[config.mk]
export PLATFORM = sky130hd
export DESIGN_NAME = ifetch_queue
export DESIGN_NICKNAME = d
export VERILOG_FILES = /design/src/rtl/ifetch_queue.sv
export SDC_FILE = /design/constraint.sdc
export NUM_CORES = 1
export LEC_CHECK = 0
export CAP_MARGIN = 20
export CORE_ASPECT_RATIO = 2
export CORE_MARGIN = 5
export CORE_UTILIZATION = 50
export CTS_CLUSTER_SIZE = 12
export DETAILED_ROUTE_END_ITERATION = 10
export PLACE_DENSITY = 0.68
export SYNTH_ARGS = -nofsm -noshare
export SYNTH_HDL_FRONTEND = slang
export SYNTH_SLANG_ARGS = --single-unit
export TNS_END_PERCENT = 1
[constraint.sdc]
create_clock -name clk -period 14.3 [get_ports clk]
set_input_delay 2.145 -clock clk [delete_from_list [all_inputs] [get_ports clk]]
set_output_delay 2.145 -clock clk [all_outputs]
set_load 0.005 [all_outputs]
[src/rtl/ifetch_queue.sv]
// rtl/ifetch_queue.sv - instruction fetch PC generator feeding a DEPTH-entry fetch queue.
// Optional same-cycle bypass of an empty queue: define IFETCH_BYPASS_EN.
module ifetch_queue #(
  parameter int          DEPTH    = 8,
  parameter logic [31:0] RESET_PC = 32'h0000_0000
) (
  input  logic                       clk,
  input  logic                       rst_n,
  output logic [31:0]                pc_addr_o,
  input  logic [31:0]                inst_i,
  input  logic                       pr_i,
  input  logic [31:0]                pr_addr_i,
  input  logic                       br_i,
  input  logic [31:0]                br_addr_i,
  output logic                       fetch_en_o,
  output logic                       deq_valid_o,
  input  logic                       deq_ready_i,
  output logic [31:0]                deq_pc_o,
  output logic [31:0]                deq_inst_o,
  output logic                       deq_pr_o,
  output logic [31:0]                deq_pr_addr_o,
  output logic [$clog2(DEPTH):0]     count_o
);

  localparam int AW = $clog2(DEPTH);
  localparam int CW = AW + 1;

  logic [31:0] pc_mem   [DEPTH];
  logic [31:0] inst_mem [DEPTH];
  logic        pr_mem   [DEPTH];
  logic [31:0] pra_mem  [DEPTH];

  logic [31:0]   pc_q, pc_d;
  logic [AW-1:0] head_q, head_d, tail_q, tail_d;
  logic [CW-1:0] count_q, count_d;
  logic          empty, bypass, push, pop;

  assign empty      = (count_q == '0);
  assign fetch_en_o = rst_n & ~br_i & (count_q != CW'(DEPTH));

`ifdef IFETCH_BYPASS_EN
  assign bypass = empty & fetch_en_o;
`else
  assign bypass = 1'b0;
`endif

  assign deq_valid_o   = rst_n & ~br_i & (~empty | bypass);
  assign deq_pc_o      = bypass ? pc_addr_o : pc_mem[head_q];
  assign deq_inst_o    = bypass ? inst_i    : inst_mem[head_q];
  assign deq_pr_o      = bypass ? pr_i      : pr_mem[head_q];
  assign deq_pr_addr_o = bypass ? pr_addr_i : pra_mem[head_q];

  // A bypassed entry consumed in the same cycle never touches storage.
  assign push = fetch_en_o & ~(bypass & deq_ready_i);
  assign pop  = deq_valid_o & deq_ready_i & ~bypass;

  assign pc_addr_o = pc_q;
  assign count_o   = count_q;

  always_comb begin
    pc_d    = pc_q;
    head_d  = head_q;
    tail_d  = tail_q;
    count_d = count_q;
    if (br_i) begin
      pc_d    = br_addr_i;
      head_d  = '0;
      tail_d  = '0;
      count_d = '0;
    end else begin
      if (fetch_en_o) pc_d = pr_i ? pr_addr_i : pc_q + 32'd4;
      if (push) tail_d = tail_q + 1'b1;
      if (pop)  head_d = head_q + 1'b1;
      if (push && !pop)      count_d = count_q + 1'b1;
      else if (pop && !push) count_d = count_q - 1'b1;
    end
  end

  always_ff @(posedge clk) begin
    if (!rst_n) begin
      pc_q    <= RESET_PC;
      head_q  <= '0;
      tail_q  <= '0;
      count_q <= '0;
    end else begin
      pc_q    <= pc_d;
      head_q  <= head_d;
      tail_q  <= tail_d;
      count_q <= count_d;
    end
  end

  always_ff @(posedge clk) begin
    if (push) begin
      pc_mem[tail_q]   <= pc_addr_o;
      inst_mem[tail_q] <= inst_i;
      pr_mem[tail_q]   <= pr_i;
      pra_mem[tail_q]  <= pr_addr_i;
    end
  end

endmodule

=== Word level (Yosys, flattened, before mapping) ===
Memories as Yosys holds them, arrays and structs flattened. A register that Yosys moved wholly into a read port is not among the register bits.
Index checks and enable logic that the tools add are counted.

* Add/sub/neg operators: 5
* Equality and inequality tests: 1
* Mux-type cells: 15
* Bitwise gates (word level): 7
* Reductions and logical operators: 8

{| class="wikitable"
|+ Operators with widths
! operator !! count
|-
| two-way mux 32 bit || 3
|-
| adder 32 x 3 -> 32 bit (second input constant) || 1
|-
| two-way mux 3 bit || 8
|-
| two-way mux 4 bit || 2
|-
| adder 3 x 1 -> 3 bit (second input constant) || 2
|-
| adder 4 x 1 -> 4 bit (second input constant) || 1
|-
| bitwise AND 1 bit || 4
|-
| logical NOT 4 bit || 1
|-
| inequality test 4 bit (second input constant) || 1
|-
| nonzero test 2 bit || 2
|-
| subtractor 4 x 1 -> 4 bit (second input constant) || 1
|-
| NOT 1 bit || 3
|-
| logical AND 1 bit || 2
|-
| logical NOT 1 bit || 2
|-
| two-way mux 1 bit || 2
|-
| OR reduction 2 bit || 1
|}

* Register bits after elaboration: 42
* Bits in writable memories: 776
* Output and inout bits: 135
* Word-level logic and storage cells: 44
* Memories: 4

{| class="wikitable"
|+ Memories
! memory !! words !! bits a word !! rd ports !! clocked after memory_dff !! wr ports !! RTL line !! text
|-
| inst_mem || 8 || 32 || 1 || 1 || 1 || 29 || <nowiki>logic [31:0] inst_mem [DEPTH];</nowiki>
|-
| pc_mem || 8 || 32 || 1 || 1 || 1 || 28 || <nowiki>logic [31:0] pc_mem [DEPTH];</nowiki>
|-
| pra_mem || 8 || 32 || 1 || 1 || 1 || 31 || <nowiki>logic [31:0] pra_mem [DEPTH];</nowiki>
|-
| pr_mem || 8 || 1 || 1 || 1 || 1 || 30 || <nowiki>logic pr_mem [DEPTH];</nowiki>
|}

=== Longest topological paths before layout ===
Gate-level depths: netlist of the first run.

* Depth after elaboration: 7
* Gate-level depth with buffers: 13

=== Least setup slack after synthesis of the first run ===
No wires, ideal clock.

* Path type: in2reg
* Start point: in rst_n
* End point: mem inst_mem[2][0], enable pin
* Setup time: 0.825 ns
* Arrival time: 12.642 ns
* Slack: 0.833 ns
* Stages: 4
* Path buffers: 1
* Cell sequence: buf_2 -> nor2b_1 -> nand2_2 -> nor4b_1

* Longest elaborated chain between the ends: 4

{| class="wikitable"
|+ Ends and longest elaborated chain
! element !! RTL line !! text
|-
| start, declared || 8 || <nowiki>input logic rst_n,</nowiki>
|-
| bitwise AND 1 bit (2 in a row) || 39 || <nowiki>assign fetch_en_o = rst_n & ~br_i & (count_q != CW'(DEPTH));</nowiki>
|-
| two-way mux 1 bit || 94 || <nowiki>if (push) begin</nowiki>
|-
| two-way mux 1 bit (implied by the code) || 96 || <nowiki>inst_mem[tail_q] <= inst_i;</nowiki>
|-
| end, declared || 29 ||
|}

Every way passes these cells.

=== Worst setup path in the final report of the first run ===
* Start point: in br_i
* End point: out deq_valid_o

* Longest elaborated chain between the ends: 3

{| class="wikitable"
|+ Ends and longest elaborated chain
! element !! RTL line !! text
|-
| start, declared || 13 || <nowiki>input logic br_i,</nowiki>
|-
| NOT 1 bit || 47 || <nowiki>assign deq_valid_o = rst_n & ~br_i & (~empty | bypass);</nowiki>
|-
| bitwise AND 1 bit (2 in a row) || 47 ||
|-
| end, declared || 16 || <nowiki>output logic deq_valid_o,</nowiki>
|}

Every way passes these cells.

==> results of run 1 <==
-- layout by cell type (no fill, tap or decap), types with 24 or more instances in the layout --
cell type                           n
sky130_fd_sc_hd__buf_4             36
sky130_fd_sc_hd__clkbuf_1          29
sky130_fd_sc_hd__clkbuf_16         82
sky130_fd_sc_hd__clkdlybuf4s50_1  235
sky130_fd_sc_hd__dfxtp_1           42
sky130_fd_sc_hd__edfxtp_1         776
sky130_fd_sc_hd__mux2_2            97
sky130_fd_sc_hd__mux4_2           194
sky130_fd_sc_hd__nand2_1           49
sky130_fd_sc_hd__nand3_1           24
sky130_fd_sc_hd__nor2_1            27
sky130_fd_sc_hd__o21ai_0           38
-- metal layers --
layer,GRT usage [%],wire (um),vias up
li1,-,-,6842
met1,27.5,28900,8416
met2,37.4,38900,621
met3,4.07,4780,102
met4,6.07,1710,4
met5,0,23,-
-- registers in the layout, summed over array words and instances (netlist names), named ones only --
signal	count
inst_mem	256
pra_mem	256
head_q	3
count_o	4
pc_mem	256
tail_q	3
pc_addr_o	32
pr_mem	8
-- area by class of cell --
class	instances	area (um^2)
clock inverters	4	37.5
well taps	798	998
inverters	6	22.5
clock buffers	113	2190
repair buffers	274	2700
multi-input cells	597	7440
fillers	4618	26000
flip-flops and latches	821	24200
-- critical path: cells and delay by family --
kind | cells | cell delay, ns
and+or+nand+nor | 2 | 0.85
buffers and inverters | 3 | 1.41
-- worst min path at each step --
stage / end / start / cells after the start
after floorplan: register / head_q[1] / 2
after global placement: register / head_q[1] / 2
after detailed placement: register / head_q[1] / 2
after CTS: register / head_q[1] / 2
after global routing: register / head_q[1] / 2
final: register / head_q[1] / 2
-- stage by stage --
step	util [%]	total power [uW]	hold slack, ns	setup WS [ns]
after floorplan	-	2840	0.454	0.833
after global placement	55.5	2980	0.455	7.82
after detailed placement	55.5	2990	0.473	7.78
after CTS	59.0	4860	0.482	7.77
after global routing	59.1	4960	0.498	7.59
final	59.1	4810	0.482	7.74
-- cell families after synthesis --
kind of cell               Yosys count
DFF                                821
adders and majority gates            7
buffers and inverters               86
muxes                              297
and+or+nand+nor                    158
xor gates and xnor gates            14
AOI/OAI and AO/OA                  121
-- power groups by stage --
stage	Clock (uW)	Combinational [uW]	Sequential, uW
global route	2010	253	2710
global placement	0	233	2750
finish	1860	237	2700
detailed placement	0	237	2760
floorplan	0	87.1	2750
CTS	1910	238	2700
==> impl_metrics.csv, run 1 <==
group,metric,value,unit
critical_path,timing.critical_path.required,12.15,ns
die,chipHeight,368,um
sta,finalSetupTns,0,ns
logic_synthesis,synth_top_family_by_area,"multiplexers",
critical_path,cp_common_cell,"sky130_fd_sc_hd__clkdlybuf4s50_1",
critical_path,critical-path-max-stage-delay,0.65,ns
sta,timing.final.hold_violations,0,
clock_tree,cts_h_tree_depth,3,
clock_tree,cts.clk_slew.worst_paths,0.06,ns
critical_path,critical_path_peak_fanout,36,
logic_synthesis,most_area_consuming_cells_after_synthesis,"sky130_fd_sc_hd__edfxtp_1 73%, sky130_fd_sc_hd__mux4_2 14%, sky130_fd_sc_hd__mux2_2 3.4%",
cells_and_area,drive_above_1_share,24.3,%
power_and_ir_drop,share_comb_of_total_power,4.9,%
logic_synthesis,synthMostInstantiatedCell,"sky130_fd_sc_hd__edfxtp_1",
drt,detail_route.iter0.violations,1395,
power_and_ir_drop,power.ir.vdd_worst,103,uV
place,finalWeightedCongestion,0.867,
power_and_ir_drop,leakage,0.0116,uW
die,floorplan.initialDensity,50.3,%
critical_path,timing.critical_path.cells,"clkdlybuf4s50_1 -> buf_4 -> nand2b_1 -> nor2_1 -> clkdlybuf4s50_1",
cells_and_area,antennaDiodeCount,0,
sta,min_period_over_period,45.9,%
place,dpl-instance-area,0.0353,mm^2
logic_synthesis,synth-compound-area-share,2.51,%
cells_and_area,fin_cells,2613,
grt,overflow_left_after_global_routing,0,
die,fp.dieArea,0.0694,mm^2
drt,drtPass1Iterations,7,
logic_synthesis,synth_seq_cells,821,
drt,vias,16000,
power_and_ir_drop,seq_power_share,56.3,%
die,die_width,189,um
place,hpwlAfterDp,43100,um
power_and_ir_drop,power-per-cell-area,128,mW/mm^2
logic_synthesis,synthAdderAreaFrac,0.297,%
critical_path,setup_slack_of_the_worst_register_to_register_path,11.03,ns
critical_path,end_kind,"output pin",
die,placement_rows,131,
clock_tree,clock_sinks,821,
grt,first_global_vias,17100,
critical_path,r2r_end,"count_o[3]",
logic_synthesis,syn_area,0.0320,mm^2
clock_tree,hold_buffers,0,
logic_synthesis,synthMuxAreaShare,17.3,%
sta,finalWorstPathRequiredPeriod,6.56,ns
clock_tree,numCtsBuffers,78,
drt,post_detailed_route_drc_marker_count,0,
cells_and_area,num-nets-final,1886,
critical_path,worst-endpoint-arrival,4.41,ns
cells_and_area,layout.cell_area.non_filler,0.0376,mm^2
grt,grt_usage,21.4,%
clock_tree,cts_root_buf,"sky130_fd_sc_hd__clkbuf_16",
clock_tree,clock_insertion_delay_worst_skew,0.60,ns
logic_synthesis,yosys_warnings,0,
power_and_ir_drop,power.switching_fraction,20.1,%
clock_tree,cts_post_setup_buffers_inserted,0,
place,place.detailed.instances,2494,
critical_path,crit_path_end,"deq_valid_o",
logic_synthesis,synth_simple_gate_area_share,2.67,%
drt,route.final.wire_length,74400,um
logic_synthesis,synth.distinct_cells,66,
flow_run,maxCapViolCount,0,
place,placement.io_buffers,235,
die,core,0.0636,mm^2
sta,slew_headroom,24.3,%
sta,setup_repair_after_global_routing_missed_its_margin,"false",
grt,grt_start_max_net_pins,97,
critical_path,cp_slowest_cell,"sky130_fd_sc_hd__nand2b_1",
grt,grt_antenna_before_repair,3,
logic_synthesis,post_synth.cell_area_avg,21.3,um^2
sta,max_freq,152,MHz
drt,wl_per_cell,28.5,um
sta,tightestPinTransition,1.14,ns
critical_path,timing_worst_setup_path_type,"input port to output pin",
sta,slew_violations,0,
critical_path,critical_path.reg2reg.startpoint,"count_o[0]",
logic_synthesis,ys_async_sr_fraction,0,%
logic_synthesis,synth-xor-area-share,0.384,%
critical_path,timing.critical_path.from,"br_i",
logic_synthesis,syn_nets,1612,
min_path,worst_hold_path_type,"register to register",
clock_tree,tritoncts,"yes",
drt,post_drt_via_cell_ratio,6.12,
cells_and_area,areaGrowthSynthToFinish,17.6,%
power_and_ir_drop,clock_power_share,38.8,%
logic_synthesis,list_of_most_frequent_post_synthesis_cells,"776 x sky130_fd_sc_hd__edfxtp_1, 194 x sky130_fd_sc_hd__mux4_2, 97 x sky130_fd_sc_hd__mux2_2, 49 x sky130_fd_sc_hd__nand2_1, 45 x sky130_fd_sc_hd__dfxtp_1",
logic_synthesis,synthCells,1504,
logic_synthesis,synth_area_leader_cell,"sky130_fd_sc_hd__edfxtp_1",
logic_synthesis,synth_top_area_share,72.9,%
sta,setup_viol,0,
clock_tree,cts.path.max_buffers,3,
power_and_ir_drop,net-switching-power,966,uW
logic_synthesis,synth-edff-count,776,
drt,detail-route-antenna-nets,0,
die,design.portCount,236,
power_and_ir_drop,p_int,3840,uW
logic_synthesis,part_of_the_yosys_area_used_for_sequential_elements,75.7,%
sta,skew,0.0183,ns
clock_tree,cts-resized-gates,0,
critical_path,critPathLaunchType,"input port",
logic_synthesis,synth-main-ff-cell,"sky130_fd_sc_hd__edfxtp_1",
critical_path,reg2reg_depth,11,
outcome,status,"finished clean",
grt,grt_pass1_wl,111000,um
Note: power is estimated with default switching activity, not from simulation.
==> inputs of run 2 (changes only) <==
--- a/config.mk
+++ b/config.mk
@@ -11,7 +11,7 @@
 export CORE_UTILIZATION = 50
 export CTS_CLUSTER_SIZE = 12
 export DETAILED_ROUTE_END_ITERATION = 10
-export PLACE_DENSITY = 0.68
+export PLACE_DENSITY = 0.66
 export SYNTH_ARGS = -nofsm -noshare
 export SYNTH_HDL_FRONTEND = slang
 export SYNTH_SLANG_ARGS = --single-unit
==> constraint.sdc (replaced) <==
create_clock -name clk -period 6.7 [get_ports clk]
set_input_delay 1.005 -clock clk [delete_from_list [all_inputs] [get_ports clk]]
set_output_delay 1.005 -clock clk [all_outputs]
set_load 0.005 [all_outputs]
==> impl_metrics.csv, run 2 (synthesized netlist as in run 1, its figures left out) <==
group,metric,value,unit
power_and_ir_drop,leakage,0.0116,uW
grt,grt_usage,21.3,%
cells_and_area,areaGrowthSynthToFinish,17.7,%
grt,grt_antenna_before_repair,6,
clock_tree,hold_buffers,0,
critical_path,r2r_end,"count_o[3]",
cells_and_area,final_util,59.2,%
cells_and_area,drive_above_1_share,24.2,%
cells_and_area,seqCellArea,0.0242,mm^2
grt,grt_pass1_wl,110000,um
drt,detail-route-antenna-nets,0,
die,design.portCount,236,
critical_path,worst-endpoint-arrival,3.36,ns
grt,first_global_vias,17100,
cells_and_area,layout.cells.most_common,"sky130_fd_sc_hd__edfxtp_1",
place,hpwlAfterDp,44100,um
critical_path,critical_path.reg2reg.startpoint,"count_o[0]",
die,floorplan.initialDensity,50.3,%
place,place_worst_setup_slack,2.42,ns
sta,final.setup.worst_slack,2.34,ns
place,finalWeightedCongestion,0.867,
cells_and_area,multi_input_comb_area,0.00746,mm^2
place,place.detailed.instances,2497,
clock_tree,clock_insertion_delay_worst_skew,0.61,ns
sta,slew_violations,0,
critical_path,timing.critical_path.required,5.69,ns
drt,post_detailed_route_drc_marker_count,0,
clock_tree,cts_root_buf,"sky130_fd_sc_hd__clkbuf_16",
clock_tree,cts.path.max_buffers,3,
die,placement_rows,131,
critical_path,end_kind,"output pin",
clock_tree,clock_sinks,821,
sta,timing.final.hold_violations,0,
cells_and_area,num-nets-final,1887,
die,die_width,189,um
sta,skew,0.0220,ns
power_and_ir_drop,power-per-cell-area,272,mW/mm^2
clock_tree,numCtsBuffers,78,
critical_path,crit_path_end,"deq_pr_addr_o[13]",
cells_and_area,top_flop_regs,"inst_mem x256, pc_mem x256, pra_mem x256",
sta,max_freq,229,MHz
drt,post_drt_via_cell_ratio,6.08,
min_path,worst_hold_path_type,"register to register",
drt,wl_per_cell,28.1,um
sta,slew_headroom,24.3,%
sta,tightestPinTransition,1.13,ns
drt,detail_route.iter0.violations,1236,
critical_path,critPathLaunchType,"register",
power_and_ir_drop,power.ir.vdd_worst,249,uV
clock_tree,cts_h_tree_depth,3,
critical_path,reg2reg_depth,11,
sta,setup_repair_after_global_routing_missed_its_margin,"false",
die,chipHeight,368,um
drt,vias,15900,
grt,grt_start_max_net_pins,119,
critical_path,setup_slack_of_the_worst_register_to_register_path,3.37,ns
sta,finalWorstPathRequiredPeriod,4.36,ns
clock_tree,cts.clk_slew.worst_paths,0.06,ns
clock_tree,cts-resized-gates,0,
sta,min_period_over_period,65.1,%
grt,overflow_left_after_global_routing,0,
clock_tree,cts_post_setup_buffers_inserted,0,
critical_path,critical_path_peak_fanout,28,
sta,finalHoldWorstSlack,0.484,ns
flow_run,maxCapViolCount,0,
cells_and_area,fin_cells,2616,
drt,drtPass1Iterations,5,
die,core,0.0636,mm^2
sta,finalSetupTns,0,ns
die,fp.dieArea,0.0694,mm^2
outcome,status,"finished clean",
cells_and_area,mostFrequentLayoutCells,"776 x sky130_fd_sc_hd__edfxtp_1, 235 x sky130_fd_sc_hd__clkdlybuf4s50_1, 194 x sky130_fd_sc_hd__mux4_2, 97 x sky130_fd_sc_hd__mux2_2, 82 x sky130_fd_sc_hd__clkbuf_16",
clock_tree,tritoncts,"yes",
sta,setup_viol,0,
place,placement.io_buffers,235,
cells_and_area,fillCellCount,4638,
critical_path,timing_worst_setup_path_type,"register to output pin",
drt,route.final.wire_length,73400,um
run 2: where the power goes:
part / switching (uW) / internal [uW] / total [uW] / leakage, uW
registers: 78.1 / 5700 / 5780 / 0.00741
logic: 247 / 243 / 490 / 0.00312
clock network: 1750 / 2220 / 3970 / 0.00106
total: 2070 / 8170 / 10200 / 0.0116
run 2: metrics by stage:
step	power, uW	instance area [um^2]
global placement	6370	35400
floorplan	6060	32000
global route	10600	37600
CTS	10300	37600
detailed placement	6380	35400
finish	10200	37600
run 2: final cells by class:
class	instances	share of cell area [%]
flip-flops and latches	821	64.3
multi-input cells	597	19.8
repair buffers	275	7.26
clock buffers	113	5.76
well taps	798	2.65
clock inverters	4	0.0997
inverters	6	0.0598
diodes	2	0.0133
run 2: per-layer routing:
| metal | wire (um) | share of wire [%] | track usage, % | vias up |
|---|---|---|---|---|
| li1 | - | - | - | 6839 |
| met1 | 27700 | 38 | 26.0 | 8358 |
| met2 | 38500 | 52 | 37.2 | 590 |
| met3 | 5010 | 6.8 | 5.13 | 114 |
| met4 | 2200 | 3.0 | 7.27 | 8 |
| met5 | 48 | 0.065 | 0 | - |
run 2: critical path, stage by stage, from the launching register on:
cell and delay, ns:
sky130_fd_sc_hd__dfxtp_4 0.71, sky130_fd_sc_hd__buf_4 0.59, sky130_fd_sc_hd__mux4_2 0.56, sky130_fd_sc_hd__mux2_2 0.36, sky130_fd_sc_hd__clkdlybuf4s50_1 0.51
run 2: how the worst min path moves through the flow:
stage	startpoint	end	slack, ns	cells past startpoint
2_1_floorplan	head_q[1]	register	0.45	2
3_3_place_gp	head_q[1]	register	0.48	2
3_5_place_dp	head_q[1]	register	0.48	2
4_1_cts	head_q[1]	register	0.49	2
5_1_grt	head_q[1]	register	0.54	2
6_report	head_q[1]	register	0.48	2
==> inputs of run 3 (changes only) <==
--- a/config.mk
+++ b/config.mk
@@ -11,7 +11,7 @@
 export CORE_UTILIZATION = 50
 export CTS_CLUSTER_SIZE = 12
 export DETAILED_ROUTE_END_ITERATION = 10
-export PLACE_DENSITY = 0.66
+export PLACE_DENSITY = 0.68
 export SYNTH_ARGS = -nofsm -noshare
 export SYNTH_HDL_FRONTEND = slang
 export SYNTH_SLANG_ARGS = --single-unit
==> constraint.sdc (replaced) <==
create_clock -name clk -period 3.65 [get_ports clk]
set_input_delay 0.5475 -clock clk [delete_from_list [all_inputs] [get_ports clk]]
set_output_delay 0.5475 -clock clk [all_outputs]
set_load 0.005 [all_outputs]
==> impl_metrics.csv, run 3 (synthesized netlist as in run 1, its figures left out) <==
group,metric,value,unit
outcome,status,"finished clean",
sta,final.setup.worst_slack,0.182,ns
critical_path,dominant_delay_contributor_by_cell_family_on_the_critical_path,"buffers and inverters",
die,design.portCount,236,
min_path,worstHoldStart,"head_q[1]",
cells_and_area,drive_above_1_share,25.2,%
die,fp.dieArea,0.0694,mm^2
grt,grt_start_max_net_pins,70,
cells_and_area,fin_cells,2636,
critical_path,timing.critical_path.buf_inv,2,
grt,global_route.usage.met3,4.26,%
place,place_worst_setup_slack,0.340,ns
die,core,0.0636,mm^2
power_and_ir_drop,leakage,0.0117,uW
cells_and_area,num-nets-final,1907,
sta,setup_repair_after_global_routing_missed_its_margin,"false",
drt,detail_route.iter0.violations,1263,
die,floorplan.initialDensity,50.3,%
place,finalWeightedCongestion,0.874,
place,placement.io_buffers,235,
critical_path,critical_path.reg2reg.startpoint,"count_o[0]",
cells_and_area,top_flop_regs,"inst_mem x256, pc_mem x256, pra_mem x256",
drt,route.final.wire_length,74800,um
clock_tree,cts.path.max_buffers,3,
critical_path,timing.critical_path.required,3.10,ns
grt,grt_use_met2,38.3,%
sta,slew_headroom,41.2,%
drt,post_detailed_route_drc_marker_count,0,
place,hpwlAfterDp,45600,um
drt,wl_per_cell,28.4,um
grt,grt_usage,21.6,%
min_path,worst_hold_path_type,"register to register",
clock_tree,hold_buffers,0,
grt,use_met1,26.3,%
clock_tree,clock_sinks,821,
drt,post_drt_via_cell_ratio,6.07,
critical_path,critical-path-max-stage-delay,0.56,ns
grt,overflow_left_after_global_routing,0,
die,placement_rows,131,
sta,finalWorstPathRequiredPeriod,3.47,ns
sta,slew_violations,0,
flow_run,maxCapViolCount,0,
cells_and_area,layout.cells.most_common,"sky130_fd_sc_hd__edfxtp_1",
drt,drtPass1Iterations,5,
clock_tree,cts.clk_slew.worst_paths,0.06,ns
sta,setup_viol,0,
die,die_width,189,um
sta,skew,0.0260,ns
grt,gr-max-usage-layer,"met2",
clock_tree,clock_insertion_delay_worst_skew,0.62,ns
critical_path,timing.critical_path.cells,"buf_4 -> mux4_2 -> mux2_2 -> clkdlybuf4s50_1",
clock_tree,numCtsBuffers,79,
power_and_ir_drop,power-per-cell-area,495,mW/mm^2
grt,grt_pass1_wl,112000,um
clock_tree,cts_root_buf,"sky130_fd_sc_hd__clkbuf_16",
power_and_ir_drop,power.ir.vdd_worst,383,uV
critical_path,timing_worst_setup_path_type,"register to output pin",
cells_and_area,mostFrequentLayoutCells,"776 x sky130_fd_sc_hd__edfxtp_1, 235 x sky130_fd_sc_hd__clkdlybuf4s50_1, 194 x sky130_fd_sc_hd__mux4_2, 97 x sky130_fd_sc_hd__mux2_2, 81 x sky130_fd_sc_hd__clkbuf_16",
drt,detail-route-antenna-nets,0,
cells_and_area,fillCellCount,4536,
die,chipHeight,368,um
sta,timing.final.hold_violations,0,
critical_path,critical_path_peak_fanout,21,
critical_path,cp_slowest_cell,"sky130_fd_sc_hd__mux4_2",
clock_tree,tritoncts,"yes",
place,place.detailed.instances,2516,
sta,min_period_over_period,95.0,%
sta,finalSetupTns,0,ns
critical_path,end_kind,"output pin",
drt,vias,16000,
critical_path,critPathLaunchType,"register",
cells_and_area,areaGrowthSynthToFinish,18.8,%
critical_path,setup_slack_of_the_worst_register_to_register_path,0.66,ns
clock_tree,cts_h_tree_depth,3,
sta,tightestPinTransition,0.879,ns
grt,first_global_vias,17200,
critical_path,worst-endpoint-arrival,2.92,ns
sta,max_freq,288,MHz
grt,grt_antenna_before_repair,4,
==> run 3: path summary, 6_finish.rpt <==
check                                       end  cells past startpoint
worst max-delay path                deq_pc_o[6]                      4
worst min-delay path                   register                      2
worst max register to register  inst_mem[5][30]                      7
worst min register to register         register                      2
==> run 3: cell type report <==
class	count	area, um^2	area share (%)
flip-flops and latches	821	24200	63.8
multi-input cells	597	7500	19.8
repair buffers	294	3050	8.03
clock buffers	109	2130	5.61
well taps	798	998	2.63
clock inverters	8	56.3	0.148
inverters	6	22.5	0.0593
diodes	3	7.51	0.0198
==> run 3: worst min-delay path, delay by kind of cell (launching register included) <==
kind | cells | cell delay, ns
AOI/OAI and AO/OA | 1 | 0.07
and+or+nand+nor | 1 | 0.05
DFF | 1 | 0.31
==> run 3: per-stage QoR <==
stage          hold WS (ns)  total power (uW)  cell area (um^2)  util, %
2_1_floorplan         0.454             11100             32100        -
3_3_place_gp          0.465             11700             35800     56.3
3_5_place_dp          0.470             11800             35800     56.3
4_1_cts               0.479             19000             38000     59.7
5_1_grt               0.521             19400             38000     59.7
6_report              0.479             18800             38000     59.7
==> run 3: power breakdown <==
part | internal [uW] | total, uW | switching (uW)
logic | 474 | 985 | 511
clock network | 4040 | 7240 | 3200
registers | 10500 | 10600 | 94.9
==> run 3: layer usage <==
metal / share of wire [%] / routed length (um)
met2: 53 / 39700
met1: 37 / 27800
met3: 6.2 / 4670
met4: 3.5 / 2590
met5: 0.027 / 20
==> run 3: what timing repair did <==
action | CTS | global route
gates resized for setup | 0 | 1
buffers inserted | 0 | 0
endpoints found under the setup margin | 0 | 1
